<file path="src/rtl/status_value_retire.sv">
// Pull-side consumer of the status value vector: retires done heads through a
// 2-entry skid buffer, drains the vector on flush and flags a stuck head.
module status_value_retire #(
   parameter int               WIDTH      = 4,
   parameter int               DEPTH      = 8,
   parameter logic [WIDTH-1:0] DONE_VALUE = 4'hF,
   parameter int               TIMEOUT    = 255
) (
   input  logic                       clk_i,
   input  logic                       arst_n_i,
   input  logic                       head_valid_i,
   input  logic [WIDTH-1:0]           head_value_i,
   input  logic                       empty_i,
   output logic                       pull_o,
   output logic                       ret_valid_o,
   output logic [WIDTH-1:0]           ret_value_o,
   input  logic                       ret_ready_i,
   input  logic                       flush_i,
   output logic                       flush_busy_o,
   output logic                       flush_done_o,
   output logic [$clog2(DEPTH+1)-1:0] flush_count_o,
   output logic                       timeout_o,
   output logic [1:0]                 state_o
);

   localparam int CW = $clog2(DEPTH + 1);
   localparam int TW = $clog2(TIMEOUT + 1);

   typedef enum logic [1:0] {
      RUN   = 2'd0,
      FLUSH = 2'd1,
      DONE  = 2'd2
   } state_t;

   state_t           state_q, state_d;
   logic [WIDTH-1:0] buf_q [2];
   logic [1:0]       buf_count;
   logic [CW-1:0]    flush_count;
   logic [TW-1:0]    wait_count;
   logic             timeout_q;
   logic             pull;
   logic             buf_wr, buf_rd;
   logic             stall_tick;

   always_comb begin
      state_d = state_q;
      case (state_q)
         RUN:     if (flush_i) state_d = FLUSH;
         FLUSH:   if (!head_valid_i && empty_i) state_d = DONE;
         DONE:    state_d = RUN;
         default: state_d = RUN;
      endcase
   end

   always_comb begin
      pull = 1'b0;
      case (state_q)
         RUN:     pull = head_valid_i && (head_value_i == DONE_VALUE) &&
                         (buf_count < 2'd2) && !flush_i;
         FLUSH:   pull = head_valid_i;
         default: pull = 1'b0;
      endcase
   end

   // The vector shifts on the same edge as pull_o, so it must be silent in reset.
   assign pull_o = pull & arst_n_i;

   always_ff @(posedge clk_i or negedge arst_n_i) begin
      if (!arst_n_i) state_q <= RUN;
      else           state_q <= state_d;
   end

   // Downstream handshake: a value transfers on any rising edge where
   // ret_valid_o and ret_ready_i are both high; ret_valid_o/ret_value_o hold
   // steady until that happens and never depend on ret_ready_i.
   assign buf_wr = pull && (state_q == RUN);
   assign buf_rd = ret_valid_o && ret_ready_i;

   always_ff @(posedge clk_i or negedge arst_n_i) begin
      if (!arst_n_i) begin
         buf_q[0]  <= '0;
         buf_q[1]  <= '0;
         buf_count <= 2'd0;
      end else begin
         case ({buf_wr, buf_rd})
            2'b10: begin
               if (buf_count == 2'd0) buf_q[0] <= head_value_i;
               else                   buf_q[1] <= head_value_i;
               buf_count <= buf_count + 2'd1;
            end
            2'b01: begin
               buf_q[0]  <= buf_q[1];
               buf_count <= buf_count - 2'd1;
            end
            2'b11: begin
               // Occupancy unchanged; the incoming value lands behind the survivor.
               if (buf_count == 2'd1) begin
                  buf_q[0] <= head_value_i;
               end else begin
                  buf_q[0] <= buf_q[1];
                  buf_q[1] <= head_value_i;
               end
            end
            default: ;
         endcase
      end
   end

   always_ff @(posedge clk_i or negedge arst_n_i) begin
      if (!arst_n_i) begin
         flush_count <= '0;
      end else if (state_q == RUN && flush_i) begin
         flush_count <= '0;
      end else if (state_q == FLUSH && pull && flush_count < CW'(DEPTH)) begin
         flush_count <= flush_count + 1'b1;
      end
   end

   // A done head stuck behind a full buffer is backpressure, not a stall.
   assign stall_tick = (state_q == RUN) && head_valid_i && (head_value_i != DONE_VALUE);

   always_ff @(posedge clk_i or negedge arst_n_i) begin
      if (!arst_n_i) begin
         wait_count <= '0;
         timeout_q  <= 1'b0;
      end else begin
         if (!stall_tick)                    wait_count <= '0;
         else if (wait_count != TW'(TIMEOUT)) wait_count <= wait_count + 1'b1;
         timeout_q <= stall_tick && (wait_count == TW'(TIMEOUT - 1));
      end
   end

   assign ret_valid_o   = (buf_count != 2'd0);
   assign ret_value_o   = buf_q[0];
   assign flush_busy_o  = (state_q == FLUSH);
   assign flush_done_o  = (state_q == DONE);
   assign flush_count_o = flush_count;
   assign timeout_o     = timeout_q;
   assign state_o       = state_q;

endmodule

</file>
<file path="config.mk">
export PLATFORM = sky130hd
export DESIGN_NAME = status_value_retire
export DESIGN_NICKNAME = d
export VERILOG_FILES = /design/src/rtl/status_value_retire.sv
export SDC_FILE = /design/constraint.sdc
export NUM_CORES = 1
export LEC_CHECK = 0
export ABC_AREA = 1
export CAP_MARGIN = 10
export CELL_PAD_IN_SITES_DETAIL_PLACEMENT = 0
export CELL_PAD_IN_SITES_GLOBAL_PLACEMENT = 2
export CORE_ASPECT_RATIO = 0.6
export CORE_MARGIN = 1.5
export CORE_UTILIZATION = 34
export CTS_BUF_LIST = sky130_fd_sc_hd__clkbuf_8
export CTS_CLUSTER_DIAMETER = 100
export DETAILED_ROUTE_END_ITERATION = 6
export GPL_ROUTABILITY_DRIVEN = 0
export HOLD_SLACK_MARGIN = 0.15
export PLACE_DENSITY_LB_ADDON = 0.1
export SYNTH_ARGS = -nofsm -noshare
export SYNTH_HDL_FRONTEND = slang
export SYNTH_SLANG_ARGS = --single-unit
</file>
<file path="constraint.sdc">
create_clock -name clk_i -period 3.1 [get_ports clk_i]
set_clock_uncertainty 0.2 [all_clocks]
set_input_delay 0.62 -clock clk_i [delete_from_list [all_inputs] [get_ports clk_i]]
set_output_delay 0.62 -clock clk_i [all_outputs]
set_load 0.05 [all_outputs]
</file>
==> flow_metrics.py, run 1 <==
metrics = {
    "route": {
        "drt_iter0_drc": 30,
        "ant_nets": 0,
        "vias": 1174,
        "drt_wl_total_mm": 3.194,
        "post_drt_via_cell_ratio": 4.397,
        "drtPass1Iterations": 4,
        "drc": 0,
        "wire_per_inst_um": 11.96,
    },
    "timing": {
        "relSlewSlack_pct": 66.72,
        "setup_slack_ns": 0.2176,
        "tightestPinTransition_ns": 0.4977,
        "grt_setup_unrepaired": "no",
        "period_share_pct": 92.98,
        "drv_slew": 0,
        "finalHoldViolCount": 0,
        "timing.hold.ws_ns": 0.3140,
        "fmax_mhz": 346.9,
        "fin_crit_ns": 2.882,
        "setup_tns_ns": 0,
        "setup_viol": 0,
    },
    "synthesis": {
        "synth_cell_types": 27,
        "ys_warn_count": 0,
        "post_synth.cell_area_avg_um2": 8.042,
        "ys_seq_elements": 25,
        "synth_area_um2": 1448,
        "syn_inst": 180,
        "synth_area_leaders": "dfrtp_1 (43%), nand2_1 (12%), ha_1 (7.8%)",
        "synth_top_cell_area_share_pct": 43.22,
        "syn_nets": 199,
        "ys_seq_area_share_pct": 43.22,
        "synth_top_area_cell": "dfrtp_1",
    },
    "setup_path": {
        "rr_worst_depth": 12,
        "startpoint": "head_value_i[2]",
        "critPathCaptureType": "primary output",
        "rrSetupSlack_ns": 0.77,
        "crit_arrival_ns": 2.06,
        "crit_fanout": 4,
        "critical_path_class": "in -> out",
        "required_ns": 2.28,
        "setup.worst_path.start_class": "primary input",
        "critPathCapture": "pull_o",
        "r2r-start": "buf_count[1]",
        "reg2reg_to": "ret_value_o[0]",
    },
    "finish": {
        "utilization_pct": 44.20,
        "postLayoutCellArea_um2": 1812,
        "fin_cells": 267,
        "num-nets-final": 227,
        "layout_commonest_cell": "nand2_1",
        "num_antenna_cells": 0,
        "final_cell_mix": "nand2_1 (46), dfrtp_1 (25), inv_1 (24), clkdlybuf4s50_1 (23)",
        "fillers": 424,
        "layout-drive-gt1-share_pct": 11.59,
        "area_growth_pct": 25.15,
    },
    "pwr": {
        "powerDensity_nw_per_um2": 788.5,
        "vdd_drop_max_mv": 0.2232,
        "power_mw": 1.429,
        "p_leak_nw": 0.8967,
    },
    "grt": {
        "antenna_found_initial": 0,
        "grt_usage_pct": 15.37,
        "grt_overflow": 0,
        "grt_max_degree": 26,
        "grt_pass1_wl_mm": 5.340,
        "grt_pass1_vias": 1124,
    },
    "floorplan": {
        "die_area_um2": 4671,
        "fp.dieW_um": 87.24,
        "die_y_um": 53.55,
        "start_util_pct": 35.32,
        "num_rows": 18,
        "core_area_um2": 4099,
        "ioPinCount": 25,
    },
    "clock_network": {
        "insertion_delay_ns": 0.27,
        "clk_pin_slew_ns": 0.09,
        "cts_tree": "yes",
        "clk_path_buf_depth": 2,
        "postCtsHoldBufs": 0,
        "numCtsBuffers": 3,
        "root_buffer": "clkbuf_8",
        "cts_setup_buffers": 0,
        "cts_max_level": 1,
        "cts.sinks": 25,
        "cts_resized": 0,
    },
    "min_path": {
        "worstHoldPathCells": 2,
        "hold_class": "reg -> reg",
    },
    "flow_run": {
        "drv_cap": 0,
    },
    "placement": {
        "placed_area_um2": 1765,
        "post-place-ws_ns": 0.2084,
        "port_buffers": 24,
        "dp_cells": 263,
        "dpl.hpwl_mm": 2.516,
    },
    "run_status": {
        "status": "finished clean",
    },
}
-- power by group --
group / internal (mW) / switching, mW / total, mW / leakage [nW]
combinational: 0.252 / 0.499 / 0.751 / 0.538
clock: 0.0899 / 0.104 / 0.194 / 0.0255
sequential: 0.412 / 0.0720 / 0.484 / 0.333
total: 0.754 / 0.675 / 1.43 / 0.897
-- layout make-up --
type	instances	area (um2)	share of cell area, %
sequential	25	625.6	34.53
timing repair buffer	27	272.8	15.06
clock buffer	3	41.29	2.279
inverter	27	106.4	5.870
clock inverter	1	5.005	0.2762
tap	60	75.07	4.144
multi-input combinational	124	685.7	37.85
-- Yosys cell counts --
| library cell | number |
|---|---|
| nor3_2 | 1 |
| nor2_1 | 10 |
| nand3_2 | 1 |
| ha_1 | 9 |
| nor4_1 | 1 |
| a21boi_0 | 1 |
| o21ai_2 | 1 |
| o21a_1 | 1 |
| o21ai_0 | 16 |
| nand3_1 | 16 |
| nor3_1 | 2 |
| inv_1 | 24 |
| nand2_1 | 46 |
| nor2_4 | 2 |
| buf_4 | 4 |
| clkinv_4 | 1 |
| o211ai_1 | 1 |
| inv_2 | 2 |
| xor2_1 | 1 |
| dfrtp_1 | 25 |
| a21oi_1 | 3 |
| nand2_4 | 1 |
| xnor2_1 | 3 |
| o21bai_1 | 1 |
| nor2_2 | 1 |
| nand2_2 | 5 |
| or2_2 | 1 |
-- sequential cells by signal, indices dropped and copies added, names as in the netlist --
register	flops
flush_count_o	4
buf_q	4
buf_count	2
state_o	2
wait_count	8
ret_value_o	4
timeout_o	1
-- kinds of logic (layout without fill, tap and decap cells) --
group	after synthesis	in the layout	synth area share, %
AND/OR/NAND/NOR	87	87	27.92
buffers and inverters	31	58	9.422
flip-flops	25	25	43.22
AO/OA/AOI/OAI	24	24	9.249
adder cells (fa/ha/maj)	9	9	7.779
XOR/XNOR	4	4	2.420
-- worst min-delay path by stage --
stage	startpoint	endpoint	slack, ns
6_report	ret_value_o[1]	ret_value_o[1]	0.31
5_1_grt	buf_count[1]	buf_count[1]	0.35
4_1_cts	buf_q[0]	buf_q[0]	0.32
3_5_place_dp	buf_q[0]	buf_q[0]	0.30
3_3_place_gp	buf_q[1]	buf_q[1]	0.28
2_1_floorplan	arst_n_i	buf_count[0]	0.12
-- per-layer routing --
| layer | up-vias | GRT usage (%) | routed length, um |
|---|---|---|---|
| met3 | 2 | 4.294 | 186 |
| met4 | 0 | 2.910 | 10 |
| met1 | 524 | 23.55 | 1844 |
| met2 | 26 | 21.41 | 1152 |
| met5 | - | 0 | 0 |
| li1 | 622 | - | - |
-- worst max-delay path, stage by stage --
cell and delay, ns:
clkdlybuf4s50_1 0.48, nand2_1 0.05, inv_1 0.05, nand2_1 0.08
nor2_1 0.16, nand2_1 0.15, a21boi_1 0.29, buf_12 0.18
Power figures use the tool's default switching activity.
==> run 2, diff against run 1 <==
--- a/config.mk
+++ b/config.mk
@@ -10,7 +10,7 @@
 export CELL_PAD_IN_SITES_DETAIL_PLACEMENT = 0
 export CELL_PAD_IN_SITES_GLOBAL_PLACEMENT = 2
 export CORE_ASPECT_RATIO = 0.6
-export CORE_MARGIN = 1.5
+export CORE_MARGIN = 3
 export CORE_UTILIZATION = 34
 export CTS_BUF_LIST = sky130_fd_sc_hd__clkbuf_8
 export CTS_CLUSTER_DIAMETER = 100
@@ -18,6 +18,7 @@
 export GPL_ROUTABILITY_DRIVEN = 0
 export HOLD_SLACK_MARGIN = 0.15
 export PLACE_DENSITY_LB_ADDON = 0.1
+export SKIP_CTS_REPAIR_TIMING = 1
 export SYNTH_ARGS = -nofsm -noshare
 export SYNTH_HDL_FRONTEND = slang
 export SYNTH_SLANG_ARGS = --single-unit
==> constraint.sdc (replaced) <==
create_clock -name clk_i -period 3.7 [get_ports clk_i]
set_clock_uncertainty 0.2 [all_clocks]
set_input_delay 0.74 -clock clk_i [delete_from_list [all_inputs] [get_ports clk_i]]
set_output_delay 0.74 -clock clk_i [all_outputs]
set_load 0.05 [all_outputs]
==> run 2 against run 1 <==
Flip-flop and latch count stayed put. Critical path depth fell by 2. Non-clock buffer count decreased by 2. First-iteration DRC count grew 33%. Sequential power down 16%. Critical path type unchanged. Largest power group unchanged.
==> flow_metrics.py, run 2 (same netlist as run 1, synthesis figures left out) <==
metrics = {
    "run_status": {
        "status": "finished clean",
    },
    "setup_path": {
        "path_cells": "clkdlybuf4s50_1 -> inv_1 -> nor3_2 -> nand2_1 -> a21boi_0 -> buf_12",
        "setup.worst_path.start_class": "primary input",
        "crit_fanout": 4,
        "critPathMaxStageDelay_ns": 0.54,
        "critical_path_class": "in -> out",
        "required_ns": 2.76,
        "path_buf_inv": 3,
        "crit_arrival_ns": 2.34,
        "critical-path-top-delay-family": "buffers and inverters",
        "critPathCaptureType": "primary output",
        "crit_path_top_delay_cell": "clkdlybuf4s50_1",
    },
    "route": {
        "wl_met2_mm": 1.301,
        "vias": 1204,
        "wire_per_inst_um": 12.75,
        "drc": 0,
        "drtPass1Iterations": 4,
        "wl_met3_um": 150,
        "ant_nets": 0,
        "routed.top_layer": "met4",
        "drt_wl_total_mm": 3.340,
        "post_drt_via_cell_ratio": 4.595,
        "wirelength_met1_mm": 1.870,
        "drt_iter0_drc": 40,
    },
    "grt": {
        "grt_max_degree": 26,
        "grt_usage_pct": 13.42,
        "antenna_found_initial": 0,
        "grt_overflow": 0,
        "grt_pass1_wl_mm": 5.375,
        "grt_pass1_vias": 1062,
    },
    "pwr": {
        "swShare_pct": 47.73,
        "intPower_uw": 628.2,
        "p_sw_uw": 573.8,
        "seqPwrFrac_pct": 33.8,
        "powerDensity_nw_per_um2": 669.5,
        "power_mw": 1.202,
        "clockPowerShare_pct": 14.0,
        "p_leak_nw": 0.8831,
        "vdd_drop_max_mv": 0.2959,
        "p_comb_share_pct": 52.2,
    },
    "clock_network": {
        "clk_pin_slew_ns": 0.09,
        "insertion_delay_ns": 0.28,
        "root_buffer": "clkbuf_8",
        "cts_tree": "yes",
        "cts.sinks": 25,
        "cts_max_level": 1,
        "numCtsBuffers": 3,
        "clk_path_buf_depth": 2,
    },
    "min_path": {
        "hold_class": "reg -> reg",
    },
    "finish": {
        "postLayoutCellArea_um2": 1795,
        "regMostFlops": "wait_count",
        "fin_cells": 262,
        "largest_reg_flops": 8,
        "final_cell_mix": "nand2_1 (46), dfrtp_1 (25), inv_1 (24), clkdlybuf4s50_1 (23)",
        "utilization_pct": 46.38,
        "layout-drive-gt1-share_pct": 10.73,
        "layout_commonest_cell": "nand2_1",
        "area_growth_pct": 24.03,
        "num-nets-final": 225,
        "num_antenna_cells": 0,
    },
    "timing": {
        "fmax_mhz": 305.0,
        "setup_tns_ns": 0,
        "setup_slack_ns": 0.4208,
        "grt_setup_unrepaired": "no",
        "timing.hold.ws_ns": 0.2914,
        "fin_crit_ns": 3.279,
        "relSlewSlack_pct": 63.77,
        "setup_viol": 0,
        "finalHoldViolCount": 0,
        "tightestPinTransition_ns": 0.5410,
        "drv_slew": 0,
        "period_share_pct": 88.63,
    },
    "placement": {
        "dpl.hpwl_mm": 2.674,
        "placed_area_um2": 1747,
        "post-place-ws_ns": 0.4507,
        "dp_cells": 258,
        "port_buffers": 24,
    },
    "floorplan": {
        "die_y_um": 56.55,
        "num_rows": 17,
        "ioPinCount": 25,
        "core_area_um2": 3871,
        "start_util_pct": 37.39,
        "die_area_um2": 5103,
        "fp.dieW_um": 90.24,
    },
    "flow_run": {
        "drv_cap": 0,
    },
}
-- run 2: layer usage --
metal	global-route usage, %	up-vias
met2	17.94	29
met4	3.268	0
met1	21.06	557
met3	3.347	2
met5	0	-
li1	-	616
-- run 2: path summary, 6_finish.rpt --
path	from	end	slack, ns	cells past startpoint
setup / recovery	head_valid_i	pull_o	0.42	6
hold / removal	buf_q[3]	buf_q[3]	0.29	2
setup reg to reg	buf_count[0]	ret_value_o[0]	1.33	12
hold reg to reg	buf_q[3]	buf_q[3]	0.29	2
max in group asynchronous	arst_n_i	buf_q[2]	2.37	2
min in group asynchronous	arst_n_i	state_o[1]	0.68	2
-- run 2: tightest hold or removal path, delay by kind of cell (launching register included) --
family | cells | cell delay, ns
AOI/OAI and AO/OA | 1 | 0.05
and+or+nand+nor | 1 | 0.05
DFF | 1 | 0.35
-- run 2: power groups by stage --
stage	clock (mW)	sequential, mW	combinational, mW
detailed placement	0	0.413	0.631
global route	0.187	0.419	0.672
finish	0.168	0.406	0.627
global placement	0	0.409	0.624
CTS	0.177	0.407	0.632
floorplan	0	0.470	0.391
-- run 2: final cells by class --
class,instances,area (um2)
Clock inverter,1,7.507
Inverter,27,106.4
Fill cell,391,2076
Timing Repair Buffer,25,257.7
Sequential cell,25,625.6
Tap cell,57,71.32
Clock buffer,3,41.29
Multi-Input combinational cell,124,685.7
